$ cat src/rtl/game_state_ctrl_pkg.sv
// Shared game definitions: screen state encoding and counter widths,
// used by the state controller, the display and the sprite blocks.
package game_state_ctrl_pkg;

   typedef enum logic [1:0] {
      ST_TITLE  = 2'd0,
      ST_PLAY   = 2'd1,
      ST_OVER   = 2'd2,
      ST_ENDING = 2'd3
   } game_state_e;

   localparam int DEB_W   = 4;
   localparam int HOLD_W  = 8;
   localparam int BLINK_W = 8;

   // OVER and ENDING share the minimum-hold behaviour before restart.
   function automatic logic is_hold_state(input game_state_e s);
      return (s == ST_OVER) || (s == ST_ENDING);
   endfunction

endpackage

$ cat src/rtl/game_state_ctrl_btn_debounce.sv
// Push-button conditioner: 2-flop synchronizer, frame-based debounce
// counter and a single-cycle press pulse on acceptance.
module btn_debounce
   import game_state_ctrl_pkg::*;
#(
   parameter int DEB_FRAMES = 4
) (
   input  logic clk,
   input  logic rst,
   input  logic frame_tick,
   input  logic btn_in,
   output logic press_pulse
);

   localparam logic [DEB_W-1:0] C_DEB = DEB_W'(DEB_FRAMES);

   logic             r_sync1;
   logic             r_sync2;
   logic [DEB_W-1:0] r_cnt;
   logic             r_ok_d;
   logic             w_btn_ok;

   // Bring the asynchronous button level into the clk domain.
   always_ff @(posedge clk or negedge rst) begin
      if (!rst) begin
         r_sync1 <= 1'b0;
         r_sync2 <= 1'b0;
      end else begin
         r_sync1 <= btn_in;
         r_sync2 <= r_sync1;
      end
   end

   // Count stable-high frames, saturating; any low sample restarts the count.
   always_ff @(posedge clk or negedge rst) begin
      if (!rst) begin
         r_cnt <= '0;
      end else if (!r_sync2) begin
         r_cnt <= '0;
      end else if (frame_tick && (r_cnt != C_DEB)) begin
         r_cnt <= r_cnt + 1'b1;
      end
   end

   assign w_btn_ok = (r_cnt == C_DEB);

   // Delay btn_ok by one cycle so a held button yields a single pulse.
   always_ff @(posedge clk or negedge rst) begin
      if (!rst) r_ok_d <= 1'b0;
      else      r_ok_d <= w_btn_ok;
   end

   assign press_pulse = w_btn_ok & ~r_ok_d;

endmodule

$ cat src/rtl/game_state_ctrl.sv
// Game screen sequencer: TITLE/PLAY/OVER/ENDING, restart hold timer and
// title-screen blink.
//
//   state     | meaning
//   ----------+--------------------------------------------------
//   ST_TITLE  | attract screen, blink running, waits for start
//   ST_PLAY   | game running, waits for game_over / ending
//   ST_OVER   | dead screen, start accepted once hold elapsed
//   ST_ENDING | score-99 screen, start accepted once hold elapsed
module game_state_ctrl
   import game_state_ctrl_pkg::*;
#(
   parameter int DEB_FRAMES   = 4,
   parameter int HOLD_FRAMES  = 120,
   parameter int BLINK_FRAMES = 32
) (
   input  logic       clk,
   input  logic       rst,
   input  logic       frame_tick,
   input  logic       start_btn,
   input  logic       game_over,
   input  logic       ending,
   output logic       game_st,
   output logic [1:0] state,
   output logic       new_game,
   output logic       blink
);

   localparam logic [HOLD_W-1:0]  C_HOLD      = HOLD_W'(HOLD_FRAMES);
   localparam logic [BLINK_W-1:0] C_BLINK_TOP = BLINK_W'(BLINK_FRAMES - 1);

   game_state_e        r_state;
   game_state_e        w_state_nxt;
   logic               w_start_pulse;
   logic               w_hold_done;
   logic               w_new_game_nxt;
   logic               w_game_st_nxt;
   logic               r_new_game;
   logic               r_game_st;
   logic [HOLD_W-1:0]  r_hold_cnt;
   logic [BLINK_W-1:0] r_blink_cnt;
   logic               r_blink;

   btn_debounce #(
      .DEB_FRAMES (DEB_FRAMES)
   ) u_start_deb (
      .clk         (clk),
      .rst         (rst),
      .frame_tick  (frame_tick),
      .btn_in      (start_btn),
      .press_pulse (w_start_pulse)
   );

   assign w_hold_done = (r_hold_cnt == C_HOLD);

   // State register.
   always_ff @(posedge clk or negedge rst) begin
      if (!rst) r_state <= ST_TITLE;
      else      r_state <= w_state_nxt;
   end

   // Next-state decode; game_over has priority over ending.
   always_comb begin
      w_state_nxt = r_state;
      case (r_state)
         ST_TITLE:  if (w_start_pulse) w_state_nxt = ST_PLAY;
         ST_PLAY: begin
            if (game_over)   w_state_nxt = ST_OVER;
            else if (ending) w_state_nxt = ST_ENDING;
         end
         ST_OVER,
         ST_ENDING: if (w_start_pulse && w_hold_done) w_state_nxt = ST_PLAY;
         default:   w_state_nxt = ST_TITLE;
      endcase
   end

   // Output decode from the upcoming state so flags line up with it.
   always_comb begin
      w_game_st_nxt  = (w_state_nxt == ST_PLAY);
      w_new_game_nxt = (r_state != ST_PLAY) && (w_state_nxt == ST_PLAY);
   end

   // Output registers.
   always_ff @(posedge clk or negedge rst) begin
      if (!rst) begin
         r_new_game <= 1'b0;
         r_game_st  <= 1'b0;
      end else begin
         r_new_game <= w_new_game_nxt;
         r_game_st  <= w_game_st_nxt;
      end
   end

   // Hold timer: held at zero outside OVER/ENDING, so each entry starts fresh.
   always_ff @(posedge clk or negedge rst) begin
      if (!rst) begin
         r_hold_cnt <= '0;
      end else if (!is_hold_state(r_state)) begin
         r_hold_cnt <= '0;
      end else if (frame_tick && !w_hold_done) begin
         r_hold_cnt <= r_hold_cnt + 1'b1;
      end
   end

   // Title blink: toggles every BLINK_FRAMES frames, forced on elsewhere.
   always_ff @(posedge clk or negedge rst) begin
      if (!rst) begin
         r_blink_cnt <= '0;
         r_blink     <= 1'b1;
      end else if (w_state_nxt != ST_TITLE) begin
         r_blink_cnt <= '0;
         r_blink     <= 1'b1;
      end else if (frame_tick) begin
         if (r_blink_cnt == C_BLINK_TOP) begin
            r_blink_cnt <= '0;
            r_blink     <= ~r_blink;
         end else begin
            r_blink_cnt <= r_blink_cnt + 1'b1;
         end
      end
   end

   assign state    = r_state;
   assign game_st  = r_game_st;
   assign new_game = r_new_game;
   assign blink    = r_blink;

endmodule
$ cat config.mk
export PLATFORM = sky130hd
export DESIGN_NAME = game_state_ctrl
export DESIGN_NICKNAME = d
export VERILOG_FILES = /design/src/rtl/game_state_ctrl_pkg.sv /design/src/rtl/game_state_ctrl_btn_debounce.sv /design/src/rtl/game_state_ctrl.sv
export SDC_FILE = /design/constraint.sdc
export NUM_CORES = 1
export LEC_CHECK = 0
export ABC_AREA = 1
export CAP_MARGIN = 20
export CORE_MARGIN = 2
export CORE_UTILIZATION = 45
export DETAILED_ROUTE_END_ITERATION = 8
export GPL_TIMING_DRIVEN = 0
export PLACE_DENSITY = 0.73
export SLEW_MARGIN = 20
export SYNTH_ARGS = -nofsm -noshare
export SYNTH_HDL_FRONTEND = slang
export SYNTH_SLANG_ARGS = --single-unit
$ cat constraint.sdc
create_clock -name clk -period 2 [get_ports clk]
set_clock_uncertainty 0.05 [all_clocks]
set_input_delay 0.6 -clock clk [delete_from_list [all_inputs] [get_ports clk]]
set_output_delay 0.6 -clock clk [all_outputs]
set_load 0.05 [all_outputs]
# Yosys cells after proc, flatten, opt, wreduce, memory -nomap -nowiden
# Index checks and enable logic that the tools add are counted.
[word_totals]
input_bits = 6
reg_bits = 28
elab_cells = 54
[classes]
eq_ne = 11
n_reduce_logical = 12
n_addsub = 3
bitwise = 3
muxes = 15
[ops]
columns = ["cell", "count"]
rows = [
  ["8-bit 2-to-1 mux", 5],
  ["8-bit by 1-bit adder with 8-bit output (second input constant)", 2],
  ["8-bit by 5-bit equality test with 1-bit output (second input constant)", 1],
  ["8-bit by 7-bit equality test with 1-bit output (second input constant)", 1],
  ["2-bit 2-to-1 mux", 4],
  ["4-bit 2-to-1 mux", 2],
  ["2-bit case mux with 3 select lines", 1],
  ["2-bit nonzero test", 3],
  ["4-bit by 1-bit adder with 4-bit output (second input constant)", 1],
  ["2-bit by 1-bit equality test with 1-bit output (second input constant)", 2],
  ["2-bit equality test (second input constant)", 2],
  ["4-bit by 3-bit equality test with 1-bit output (second input constant)", 1],
  ["1-bit logical AND", 4],
  ["2-bit by 1-bit inequality test with 1-bit output (second input constant)", 2],
  ["4-bit by 3-bit inequality test with 1-bit output (second input constant)", 1],
  ["1-bit 2-to-1 mux", 3],
  ["2-bit logical NOT", 1],
  ["2-bit inequality test (second input constant)", 1],
  ["1-bit inverter", 2],
  ["2-bit AND reduction", 1],
  ["2-bit OR reduction", 1],
  ["1-bit AND", 1],
  ["1-bit logical NOT", 1],
  ["1-bit logical OR", 1],
]

# Depth between registers and ports, before layout
[depth]
depth_word = 8
depth_mapped = 11
mapped_depth_nobuf = 10

# By module
# From an unflattened synthesis, not the netlist that was laid out.
[unflattened]
cells_unflattened = 180
hier_area_um2 = 1476.4
[by_module_without_submodules]
columns = ["mod", "area_per_inst_um2", "instances", "cells_each"]
rows = [
  ["game_state_ctrl", 1148.6, 1, 144],
  ["btn_debounce", 327.8, 1, 36],
]

# Least setup slack after synthesis
# Ideal clock, no wire load.
[synth_path]
path_kind = "register to register"
from = "register r_state[1], in the netlist state[1]"
to = "register r_blink, in the netlist blink"
path_slack_ps = 436
arrival_time_ps = 1432
period_less_slack_ps = 1564
stages_incl_launch_ff = 7
setup_ps = 82
cell_sequence = "dfrtp_1 -> buf_6 -> inv_1 -> a21oi_1 -> a21oi_2 -> nand2_2 -> or2_1"
[synth_via]
elab_chain_len = 6
[synth_rtl]
columns = ["item", "line_no", "source"]
rows = [
  ["start, declared", "game_state_ctrl.sv:32", "game_state_e r_state;"],
  ["start signal, assigned", "game_state_ctrl.sv:59", "else r_state <= w_state_nxt;"],
  ["2-bit equality test or 2-bit 2-to-1 mux (tied branches)", "game_state_ctrl.sv:65, game_state_ctrl.sv:69", ""],
  ["2-bit OR reduction or 2-bit 2-to-1 mux (tied branches)", "game_state_ctrl.sv:65, game_state_ctrl.sv:68", ""],
  ["2-bit case mux with 3 select lines *", "game_state_ctrl.sv:65", "case (r_state)"],
  ["2-bit nonzero test *", "game_state_ctrl.sv:110", "end else if (w_state_nxt != ST_TITLE) begin"],
  ["2-bit nonzero test (no source line)", "n/a", ""],
  ["2-bit AND reduction (no source line)", "n/a", ""],
  ["end signal, assigned", "game_state_ctrl.sv:116", "r_blink <= ~r_blink;"],
  ["end, declared", "game_state_ctrl.sv:42", "logic r_blink;"],
]
# Every way passes the cells marked *; elsewhere a longest branch is shown, timed or not.
# A chain may end at the register's enable or synchronous reset.

# Worst setup path in the final report
[layout_path]
from = "register r_state[1], in the netlist state[1]"
to = "output state[1]"
[layout_rtl]
columns = ["item", "line_no", "source"]
rows = [
  ["end, declared", "game_state_ctrl.sv:24", "output logic [1:0] state,"],
]
# No word-level cell between the ends.

==> results.cfg <==
[sta]
setup_slack_ns = 0.06791
setup_tns_ns = 0
hold_viol = 0
drv_slew = 0
fmax_mhz = 517.6
period_share = 0.9660
worst_pin_slew_ns = 0.6132
finalSetupViolCount = 0
relSlewSlack = 0.5912
layout_min_cycle_time_ns = 1.932
rsz0062_at_grt = no

[floorplan]
rows = 21
core-area_mm2 = 0.003311
die_x_um = 62.55
die_h_um = 62.55
dieArea_mm2 = 0.003913
initial_core_util = 0.4660
io_pins = 11

[clocking]
cts.reportedPaths.clkPinSlew_ns = 0.15
cts_setup_buffers = 0
cts_tree = yes
cts_buffers = 3
post_cts_resized = 7
htree_num_levels = 1
clkLatencyLatePin_ns = 0.34
clock_path_buffers = 2
cts-root-buf = clkbuf_4
ctsHoldBuffers = 0
clock_sinks = 28

[yosys]
synthArstFlopShare = 1.000
avgSynthCellArea_um2 = 8.294
synth_cell_types = 26
synth_compound_area_frac = 0.07624
synthAdderAreaFrac = 0.04055
synthSimpleGateAreaFrac = 0.2863
synthMuxAreaShare = 0
synthCells = 186
synth_enable_flop_cells = 0
synthesis.area_mm2 = 0.001543
synth_top_family_by_area = simple AND/OR/NAND/NOR gates
yosysWarnings = 0
ys_ff_latch = 28
synth_xor_area_frac = 0.05109
synth.net_count = 197
synth_ff_type = dfrtp_1
synth_seq_area_share = 0.4550

[power]
power_leakage_uw = 0.0008523
peakVddDrop_v = 0.0002662
p_comb_frac = 0.196
p_clk_frac = 0.234
power_density_mw_per_mm2 = 713.2
switching_share = 0.3153
switchingPower_uw = 388.6
p_int_uw = 843.8
pwr-share-seq = 0.570

[worst_setup_path]
cp_max_fo = 2
r2r-start = r_hold_cnt[0]
max_stage_delay_ns = 0.54
cp-end-kind = output port
slowest_stage = dlygate4sd2_1
path_cells = dlygate4sd2_1
critPathBufInv = 1
reg2reg_to = blink
cp_data_arrival_time_ns = 1.28
critPathKind = register to output port
r2r_setup_slack_ns = 0.34
critPathLaunchType = register
critPathTopFamily = buffers and inverters
r2r_cells = 8
required_ns = 1.35

[layout]
nets = 212
num_antenna_cells = 0
post-route-util = 0.5219
final_cell_mix = nand2_1 (40), dfrtp_1 (27), inv_1 (24)
final_common_cell = nand2_1
syn_to_final_growth_pct = 12.00
layout-drive-gt1-share = 0.1250

[grt]
grt_pass1_vias = 1174
grt.total_usage = 0.1540
grt_pass1_wl_um = 4871
antenna_found_initial = 0
overflow = 0
grt_max_degree = 29

[worst_hold_path]
hold_class = input pin to asynchronous set/reset pin

[detailed_routing]
ant_nets = 0
route.detailed.drc = 0
drt_iter0_markers = 62
drt_pass1_iterations = 4
vias = 1191
wl_per_cell_um = 11.06
via_per_inst = 4.841
wl_um = 2721

[outcome]
status = finished, final reports clean

[place]
dpl.hpwl_um = 2003
place.gp.congestion = 0.8616
dp_slack_ns = -0.05543
io_buffers = 10

[run]
maxCapViolCount = 0
[power groups by stage]
stage / Sequential [uW] / Clock (uW) / Combinational, uW
floorplan: 706 / 0 / 182
global placement: 715 / 0 / 241
detailed placement: 716 / 0 / 247
CTS: 703 / 297 / 247
global route: 715 / 318 / 282
finish: 703 / 288 / 241
[routing by layer]
layer  vias up  share of wire  track usage
li1        624              -            -
met1       541           0.51       0.2084
met2        21           0.44       0.2473
met3         5          0.040      0.02703
met4         0          0.017      0.05833
met5         -              0            0
[synth_stat cells (3+ instances only)]
library cell	count	area [um2]
nand2_1	40	150.1
ha_1	5	62.56
inv_2	3	11.26
o21ai_0	10	50.05
dfrtp_1	27	675.7
a21oi_1	4	20.02
inv_1	24	90.09
nand3_1	12	60.06
nand4_1	12	75.07
nor2_1	16	60.06
xnor2_1	4	35.03
nor3_1	4	20.02
nand2_2	4	25.02
xor2_1	5	43.79
buf_6	3	33.78
[worst max-delay path by stage]
stage	start	end	slack, ns	depth (start not counted)
floorplan	state[1]	blink	0.44	6
global placement	rst	r_blink_cnt[7]	-0.17	1
detailed placement	frame_tick	u_start_deb.r_cnt[2]	-0.06	6
CTS	state[1]	state[1]	0.06	1
global route	state[1]	state[1]	0.02	1
finish	state[1]	state[1]	0.07	1
[sequential cells by signal (all words and copies together), names as in the netlist]
| name | count |
|---|---|
| r_blink_cnt | 8 |
| r_hold_cnt | 8 |
| u_start_deb.r_cnt | 4 |
| state | 2 |
| blink | 1 |
| game_st | 1 |
| new_game | 1 |
| u_start_deb.r_ok_d | 1 |
| u_start_deb.r_sync1 | 1 |
| u_start_deb.r_sync2 | 1 |
[worst reg2reg max path, stage by stage, from the launching register on]
cell	delay, ns
dfrtp_1	0.41
inv_1	0.13
ha_1	0.17
nand2_1	0.05
nor2_1	0.16
nand2_4	0.10
o21ai_4	0.19
nand2_2	0.11
or2_1	0.24
[logic make-up after synthesis]
family                   after synthesis
XOR/XNOR                               9
AO/OA/AOI/OAI                         19
buffers and inverters                 31
adder cells (fa/ha/maj)                5
flip-flops                            28
AND/OR/NAND/NOR                       94
[stage by stage]
stage	total power (uW)	instance area [um2]	hold slack (ns)	instances
2_1_floorplan	887.6	1543	0.2544	186
3_3_place_gp	955.5	1700	0.2857	242
3_5_place_dp	963.1	1695	0.2928	242
6_report	1232	1728	0.1950	246
5_1_grt	1314	1728	0.2453	246
4_1_cts	1247	1728	0.2295	246
[cell type report]
class,instances,area [um2]
buffer,4,38.79
clock buffer,4,36.28
fill,332,1583
inverter,27,101.3
multi-input combinational,127,700.7
sequential,28,701.9
tap,46,57.56
timing repair buffer,10,91.34
Note: power is estimated with default switching activity, not from simulation.
